==> src/rtl/tx_frame_sequencer.sv <==
// rtl/tx_frame_sequencer.sv - sequences one frame (marker, pixel words, line sync) onto four 6-bit transmit lanes
// Optional feature macro: TX_UNDERRUN_CNT_EN adds the saturating underrun_cnt output.
module tx_frame_sequencer #(
   parameter int          SYM_CYC     = 25,
   parameter int          LINE_WORDS  = 160,
   parameter int          FRAME_WORDS = 76800,
   parameter logic [19:0] START_ADD   = 20'h0603e,
   parameter logic [23:0] FRAME1      = 24'haab155,
   parameter logic [23:0] FRAME0      = 24'haa8d55,
   parameter logic [7:0]  HSYNC       = 8'h55
) (
   input  logic        Cclk,
   input  logic        rstn,
   input  logic [19:0] cam_wadd,
   input  logic        frame_sync,
   input  logic [3:0]  mem_cont,
   output logic        rd_en,
   output logic [16:0] rd_add,
   input  logic        slot_ok,
   input  logic [47:0] rd_data,
   output logic        trans_valid,
   output logic [5:0]  trans0_data,
   output logic [5:0]  trans1_data,
   output logic [5:0]  trans2_data,
   output logic [5:0]  trans3_data,
   output logic        busy,
   output logic        frame_done,
   output logic [11:0] tran_line_count,
   output logic        underrun
`ifdef TX_UNDERRUN_CNT_EN
   ,
   output logic [15:0] underrun_cnt
`endif
);

   localparam int SCW = $clog2(SYM_CYC);
   localparam int CW  = $clog2(LINE_WORDS + 1);

   typedef enum logic [1:0] {S_IDLE, S_FRAME, S_DATA, S_HSYNC} state_t;

   state_t          state;
   logic [SCW-1:0]  sym_cnt;
   logic [4:0]      sym_idx;
   logic            half;
   logic [16:0]     word_idx;
   logic [CW-1:0]   col_idx;
   logic [23:0]     marker;
   logic [23:0]     lanes;
   logic [47:0]     word_reg;
   logic [1:0]      grant_pipe;
   logic [23:0]     first_mk;
   logic            start;
   logic            sym_end;
   logic            last_word;
   logic            line_end;
   logic            pre_word;
`ifdef TX_UNDERRUN_CNT_EN
   logic [15:0]     miss_cnt;
   assign underrun_cnt = miss_cnt;
`endif

   // All-ones or all-zeros symbol on every lane for marker and sync bits
   function automatic logic [23:0] bit_sym(input logic b);
      return b ? 24'hffffff : 24'h000000;
   endfunction

   // Upper or lower half of each lane's 12-bit word, disabled lanes forced to zero
   function automatic logic [23:0] word_sym(input logic [47:0] w, input logic hi, input logic [3:0] en);
      logic [23:0] s;
      s = '0;
      for (int k = 0; k < 4; k++)
         if (en[k]) s[6*k +: 6] = hi ? w[12*k+6 +: 6] : w[12*k +: 6];
      return s;
   endfunction

   assign busy        = (state != S_IDLE);
   assign start       = (state == S_IDLE) && (cam_wadd == START_ADD);
   assign first_mk    = frame_sync ? FRAME1 : FRAME0;
   assign sym_end     = (sym_cnt == SCW'(SYM_CYC - 1));
   assign last_word   = (word_idx == 17'(FRAME_WORDS - 1));
   assign line_end    = (col_idx == CW'(LINE_WORDS - 1));
   assign trans0_data = lanes[5:0];
   assign trans1_data = lanes[11:6];
   assign trans2_data = lanes[17:12];
   assign trans3_data = lanes[23:18];

   // Current symbol is the last one before a pixel word starts
   always_comb begin
      pre_word = 1'b0;
      case (state)
         S_FRAME: pre_word = (sym_idx == 5'd23);
         S_HSYNC: pre_word = (sym_idx == 5'd7);
         S_DATA:  pre_word = half && !last_word && !line_end;
         default: pre_word = 1'b0;
      endcase
   end

   // Symbol timing, state sequencing and registered lane outputs
   always_ff @(posedge Cclk or negedge rstn) begin
      if (!rstn) begin
         state           <= S_IDLE;
         sym_cnt         <= '0;
         sym_idx         <= '0;
         half            <= 1'b0;
         word_idx        <= '0;
         col_idx         <= '0;
         marker          <= '0;
         lanes           <= '0;
         trans_valid     <= 1'b0;
         frame_done      <= 1'b0;
         tran_line_count <= '0;
      end else begin
         frame_done <= 1'b0;
         if (state == S_IDLE) begin
            sym_cnt     <= '0;
            trans_valid <= 1'b0;
            lanes       <= '0;
            if (start) begin
               state           <= S_FRAME;
               lanes           <= bit_sym(first_mk[23]);
               marker          <= {first_mk[22:0], 1'b0};
               trans_valid     <= 1'b1;
               sym_idx         <= '0;
               half            <= 1'b0;
               word_idx        <= '0;
               col_idx         <= '0;
               tran_line_count <= '0;
            end
         end else begin
            trans_valid <= sym_end;
            sym_cnt     <= sym_end ? '0 : sym_cnt + 1'b1;
            if (sym_end) begin
               case (state)
                  S_FRAME: begin
                     if (sym_idx == 5'd23) begin
                        state <= S_DATA;
                        half  <= 1'b0;
                        lanes <= word_sym(word_reg, 1'b1, mem_cont);
                     end else begin
                        sym_idx <= sym_idx + 5'd1;
                        lanes   <= bit_sym(marker[23]);
                        marker  <= {marker[22:0], 1'b0};
                     end
                  end
                  S_HSYNC: begin
                     if (sym_idx == 5'd7) begin
                        state           <= S_DATA;
                        half            <= 1'b0;
                        tran_line_count <= tran_line_count + 12'd1;
                        lanes           <= word_sym(word_reg, 1'b1, mem_cont);
                     end else begin
                        sym_idx <= sym_idx + 5'd1;
                        lanes   <= bit_sym(marker[23]);
                        marker  <= {marker[22:0], 1'b0};
                     end
                  end
                  S_DATA: begin
                     if (!half) begin
                        half  <= 1'b1;
                        lanes <= word_sym(word_reg, 1'b0, mem_cont);
                     end else if (last_word) begin
                        state       <= S_IDLE;
                        frame_done  <= 1'b1;
                        trans_valid <= 1'b0;
                        lanes       <= '0;
                     end else begin
                        word_idx <= word_idx + 17'd1;
                        half     <= 1'b0;
                        if (line_end) begin
                           col_idx <= '0;
                           state   <= S_HSYNC;
                           sym_idx <= '0;
                           lanes   <= bit_sym(HSYNC[7]);
                           marker  <= {HSYNC[6:0], 17'h0};
                        end else begin
                           col_idx <= col_idx + 1'b1;
                           lanes   <= word_sym(word_reg, 1'b1, mem_cont);
                        end
                     end
                  end
                  default: state <= S_IDLE;
               endcase
            end
         end
      end
   end

   // Read-port request, grant tracking, data capture and late-grant substitution
   always_ff @(posedge Cclk or negedge rstn) begin
      if (!rstn) begin
         rd_en      <= 1'b0;
         rd_add     <= '0;
         grant_pipe <= '0;
         word_reg   <= '0;
         underrun   <= 1'b0;
`ifdef TX_UNDERRUN_CNT_EN
         miss_cnt   <= '0;
`endif
      end else begin
         grant_pipe <= {grant_pipe[0], rd_en & slot_ok};
         if (grant_pipe[1]) word_reg <= rd_data;
         if (start) begin
            underrun <= 1'b0;
`ifdef TX_UNDERRUN_CNT_EN
            miss_cnt <= '0;
`endif
         end else if (rd_en) begin
            if (slot_ok) begin
               rd_en <= 1'b0;
            end else if (sym_cnt == SCW'(SYM_CYC - 4)) begin
               // Deadline reached: drop the request and send a zero word
               rd_en    <= 1'b0;
               word_reg <= '0;
               underrun <= 1'b1;
`ifdef TX_UNDERRUN_CNT_EN
               if (miss_cnt != 16'hffff) miss_cnt <= miss_cnt + 16'd1;
`endif
            end
         end else if (busy && pre_word && sym_cnt == SCW'(SYM_CYC - 9)) begin
            rd_en  <= 1'b1;
            rd_add <= (state == S_DATA) ? word_idx + 17'd1 : word_idx;
         end
      end
   end

endmodule

==> config.mk <==
export PLATFORM = sky130hd
export DESIGN_NAME = tx_frame_sequencer
export DESIGN_NICKNAME = d
export VERILOG_FILES = /design/src/rtl/tx_frame_sequencer.sv
export SDC_FILE = /design/constraint.sdc
export NUM_CORES = 1
export LEC_CHECK = 0
export CORE_AREA = 3 3 132 134
export CTS_CLUSTER_DIAMETER = 100
export DETAILED_ROUTE_END_ITERATION = 6
export DIE_AREA = 0 0 135 137
export HOLD_SLACK_MARGIN = 0.15
export PLACE_DENSITY = 0.86
export SETUP_SLACK_MARGIN = 0.4
export SYNTH_ARGS = -nofsm -noshare
export SYNTH_HDL_FRONTEND = slang
export SYNTH_SLANG_ARGS = --single-unit
==> constraint.sdc <==
create_clock -name Cclk -period 2.5 [get_ports Cclk]
set_input_delay 0.25 -clock Cclk [delete_from_list [all_inputs] [get_ports Cclk]]
set_output_delay 0.25 -clock Cclk [all_outputs]
set_load 0.05 [all_outputs]
# Yosys cells after proc, flatten, opt, wreduce, memory -nomap -nowiden

Index checks and enable logic that the tools add are counted.

Output and inout port bits: 58
Flip-flop bits (word level): 169
Logic and storage cells: 171
Bits of input ports: 76

Reduce and logical (&&, ||, !) cells: 25
Bitwise logic cells: 3
Equal/unequal tests: 22
Add/subtract/negate cells: 5
Muxes and demuxes: 100

Operators by type and width:

| cell                  | count |
|---|---|
| $mux 24               | 18 |
| $mux 48               | 5 |
| $pmux 24 s3           | 2 |
| $mux 17               | 7 |
| $mux 12               | 5 |
| $mux 8                | 7 |
| $mux 5                | 10 |
| $mux 6                | 8 |
| $mux 1                | 25 |
| $ne 3x3->1 const B    | 7 |
| $eq 20x15->1 const B  | 1 |
| $eq 5x5->1 const B    | 4 |
| $add 17x1->17 const B | 1 |
| $eq 17x17->1 const B  | 1 |
| $mux 2                | 8 |
| $reduce_bool 2->1     | 8 |
| $pmux 5 s3            | 1 |
| $mux 14               | 1 |
| $add 12x1->12 const B | 1 |
| $add 5x1->5 const B   | 2 |
| $reduce_and 5->1      | 2 |
| $add 8x1->8 const B   | 1 |
| $eq 8x8->1 const B    | 1 |
| $reduce_and 8->1      | 1 |
| other kinds (18)      | 28 |

# Logic depth before layout (Yosys ltp)

Word-level depth: 9
Depth in mapped cells: 10
Mapped depth without buffers: 7

# Least setup slack after synthesis

No wires, ideal clock.

Path kind: register to register
Start point: reg state[0]
End point: reg marker[11]
Path buffers: 1
Arrival time: 2.175 ns
Setup time: 0.125 ns
Stages on the path, launching flop included: 9
Required time: 2.375 ns
Slack: 0.200 ns
Period minus slack after synthesis: 2.300 ns
Path through: dfrtp_1 > inv_1 > ha_1 > inv_2 > nor3_2 > a21boi_2 > a2111oi_2 > buf_6 > mux2_2

Cells in the longest elaborated chain, start to end: 4
Elaborated cells on any way between the ends: 17
Classes of those cells: eq/ne: 9; mux: 3; reduce/logical: 5

RTL lines:

| element                                                 | line    | RTL |
|---|---|---|
| start, declared                                         | 41      | `state_t state;` |
| start signal, assigned                                  | 101     | `state <= S_IDLE;` |
| start signal, assigned                                  | 119     | `state <= S_FRAME;` |
| start signal, assigned                                  | 136     | `state <= S_DATA;` |
| $eq 2x2->1, or another cell as far along                | 133     | `case (state)` |
| $pmux 24 s3 / $logic_and 1x1->1 (equally long branches) | 133, 77 |  |
| $mux 24 / $ne 2x2->1 (equally long branches)            | -       |  |
| $mux 24 / $reduce_and 8->1 (equally long branches)      | -       |  |
| end signal, assigned                                    | 121     | `marker <= {first_mk[22:0], 1'b0};` |
| end signal, assigned                                    | 142     | `marker <= {marker[22:0], 1'b0};` |
| end signal, assigned                                    | 154     | `marker <= {marker[22:0], 1'b0};` |
| end, declared                                           | 47      | `logic [23:0] marker;` |

Parallel ways exist; a longest one is shown, timed or not. The select of a mux whose other input is x is not followed.
A chain may end at the register's enable or synchronous reset.

# Final worst setup path

Start point: in cam_wadd[11]
End point: reg marker[16]

Cells in the longest elaborated chain, start to end: 4

RTL lines:

| element                    | line | RTL |
|---|---|---|
| start, declared            | 14   | `input logic [19:0] cam_wadd,` |
| $eq 20x15->1               | 77   | `assign start = (state == S_IDLE) && (cam_wadd == START_ADD);` |
| $logic_and 1x1->1          | 77   |  |
| $ne 2x2->1 (no line)       | -    |  |
| $reduce_and 8->1 (no line) | -    |  |

Every way passes these cells.

==> impl_metrics.yaml <==
outcome:
  status: "finished clean"
place:
  dpl.hpwl_um: 16200
  dp.cells: 1281
  place.gp.congestion: 0.877
  placed_cell_area_um2: 11000
  pre_cts_ws_ps: -442
  portBuffers: 133
layout:
  multi_input_area_um2: 4650
  finalCoreUtilization_pct: 77.4
  diodes: 0
  fillers: 884
  final_design_area_no_fill_um2: 12700
  fin_cells: 1363
  largest_reg_flops: 48
  drive_above_1_share_pct: 24.1
  finalNetCount: 1218
  syn2layout_area_growth_pct: 42.8
  layout.area.seq_um2: 4210
timing:
  hold_viol_final: 0
  drv_slew: 0
  finalCriticalPeriod_ps: 2370
  max_freq_mhz: 421
  min_period_over_period_pct: 94.9
  worst_clock_skew_ps: 17.7
  worst_pin_slew_ps: 692
  relSlewSlack_pct: 53.3
  whs_ps: 325
  rsz0062_at_grt: "yes"
  setup_ws_ps: 127
  setup_violations: 0
worst_hold_path:
  holdCritPathClass: "in2async"
logic_synthesis:
  synth.most_common_cell: "dfrtp_1"
  synthTopCellsByCount: "168 x dfrtp_1, 82 x nand2_1, 77 x nor2_1, 72 x mux2i_1, 54 x a21oi_1"
  ys_ff_latch: 168
  synth-async-reset-ratio_pct: 100
  yosysTopAreaCellShare_pct: 47.3
  ys_top_cells_by_area: "dfrtp_1 47%, mux2i_1 8.1%, nand2_1 3.5%, nor2_1 3.3%, a21oi_1 3.0%"
  synth_top_area_cell: "dfrtp_1"
  seq_area_frac_synth_pct: 47.3
  yosys_warnings: 0
  synth_enable_flop_cells: 0
  synth_flop_cell: "dfrtp_1"
  syn-cell-area_um2: 8890
  synth_nets: 990
  synthCells: 902
  avgSynthCellArea_um2: 9.86
  synth.distinct_cells: 73
global_routing:
  track_usage_pct: 28.7
  antenna_found_initial: 0
  overflow: 0
  grt_max_degree: 60
  grt_pass1_vias: 8357
  grt_pass1_wl_um: 42400
setup_path:
  cp_common_cell: "buf_12"
  cp.arrival_ps: 2730
  cp_max_fo: 8
  crit_type: "in2reg"
  critPathRequiredTime_ps: 2860
  crit_path_end_kind: "register"
  cpMaxStageDelayCell: "and4_1"
  max_stage_delay_ps: 540
  cp-start-kind: "input port"
  crit_chain: "clkdlybuf4s50_1 -> nor4_1 -> and4_1 -> a21boi_4 -> a2111oi_4 -> buf_4 -> buf_12 -> buf_12 -> mux2i_2"
floorplan:
  dieHeight_um: 137
  die_area_um2: 18500
  io_pins: 134
  die_w_um: 135
  placeableCoreArea_um2: 16400
  row_count: 47
  start_util_pct: 54.2
route:
  maxUsedRoutingLayer: "met4"
  ant_nets: 0
  routed_wirelength_um: 32100
  via_per_inst: 6.64
  drt-pass1-iter-count: 7
  wl_per_cell_um: 23.5
  dr_total_vias: 9055
  drt_iter0_drc: 1434
  wl_met3_um: 3280
  drc: 0
  met2_length_um: 15200
  met1Wirelength_um: 11500
clock_network:
  cts.htree.levels: 4
  cts_buffers: 17
  clockBufferDepth: 2
  cts_tree: "yes"
  clock_latency_ps: 450
  root_buffer: "clkbuf_16"
  cts_sinks: 168
  clk_pin_slew_ps: 70
power:
  power.leakage_nw: 5.48
  ir_drop_mv: 0.502
  powerDensity_nw_per_um2: 449
job:
  maxCapViolCount: 0
==> per-stage QoR <==
step | TNS, ps | power, mW
5_1_grt | 0 | 5.81
3_3_place_gp | -8550 | 2.97
3_5_place_dp | -9910 | 2.97
2_1_floorplan | 0 | 2.78
6_report | 0 | 5.70
4_1_cts | 0 | 5.65
==> per-layer routing <==
| layer | GRT usage [%] | vias to the layer above |
|---|---|---|
| li1 | - | 3731 |
| met1 | 35.9 | 4353 |
| met2 | 47.5 | 748 |
| met3 | 7.32 | 223 |
| met4 | 12.7 | 0 |
| met5 | 0 | - |
==> placed cells by master, fill, tap and decap left out, types with 9 or more instances in the layout <==
cell               n
nor3_1            10
nor2_1            72
clkdlybuf4s50_1  131
o31ai_1           12
mux2_2            11
nand4_1           14
a21oi_2           13
or4_1             12
nand3_1           19
o221ai_1          18
nor2b_1           21
a31oi_1           36
inv_1             36
and2_1             9
a21oi_1           41
mux2_4            11
nand2_1           77
buf_4             98
and3_1            11
mux2i_1           71
clkbuf_16         24
dfrtp_1          166
buf_6             16
xnor2_1           13
o21ai_0           16
buf_12            13
==> critical path: cells and delay by family <==
| family | cells | cell delay (ps) |
|---|---|---|
| AOI/OAI and AO/OA | 2 | 550 |
| buffers and inverters | 4 | 880 |
| muxes | 1 | 210 |
| and+or+nand+nor | 2 | 830 |
==> cell type report <==
| type | instances | area share (%) |
|---|---|---|
| Multi-Input combinational cell | 631 | 36.7 |
| Sequential cell | 168 | 33.1 |
| Timing Repair Buffer | 272 | 22.1 |
| Clock buffer | 19 | 3.49 |
| Tap cell | 220 | 2.17 |
| Clock inverter | 13 | 1.27 |
| Inverter | 40 | 1.20 |
==> power by group <==
group | internal [mW] | total, mW | leakage [nW] | switching [mW]
sequential | 2.72 | 2.72 | 2.09 | 0.000409
combinational | 0.118 | 0.209 | 3.10 | 0.0912
clock | 1.53 | 2.77 | 0.291 | 1.24
==> cell families after synthesis <==
family	share of synthesized area [%]
AOI/OAI and AO/OA	14.8
muxes	11.1
xor gates and xnor gates	1.97
adders and majority gates	1.69
and+or+nand+nor	18.0
DFF	47.3
buffers and inverters	5.18
==> worst paths after layout <==
| path | startpoint | to | slack, ps | depth (start not counted) |
|---|---|---|---|---|
| max in group asynchronous | rstn | lanes[6]$_DFFE_PN0P_ | 1440 | 3 |
| min in group Cclk | grant_pipe[0]$_DFF_PN0_ | grant_pipe[1]$_DFF_PN0_ | 370 | 0 |
| max reg2reg | state[1]$_DFFE_PN0P_ | lanes[10]$_DFFE_PN0P_ | 180 | 9 |
| max | cam_wadd[11] | marker[16]$_DFFE_PN0P_ | 130 | 9 |
| min | rstn | tran_line_count[10]$_DFFE_PN0P_ | 330 | 2 |
| min reg2reg | grant_pipe[0]$_DFF_PN0_ | grant_pipe[1]$_DFF_PN0_ | 370 | 0 |
==> what timing repair did <==
| action | 4_1_cts | 5_1_grt |
|---|---|---|
| pin swaps | 17 | 19 |
| resized for setup | 46 | 80 |
| endpoints found under the setup margin | 105 | 118 |
| hold buffers | 1 | 0 |
| setup buffers | 8 | 28 |
| endpoints found under the hold margin | 51 | 0 |
| gates cloned | 4 | 9 |
No activity file was read; power rests on OpenSTA's default activity.
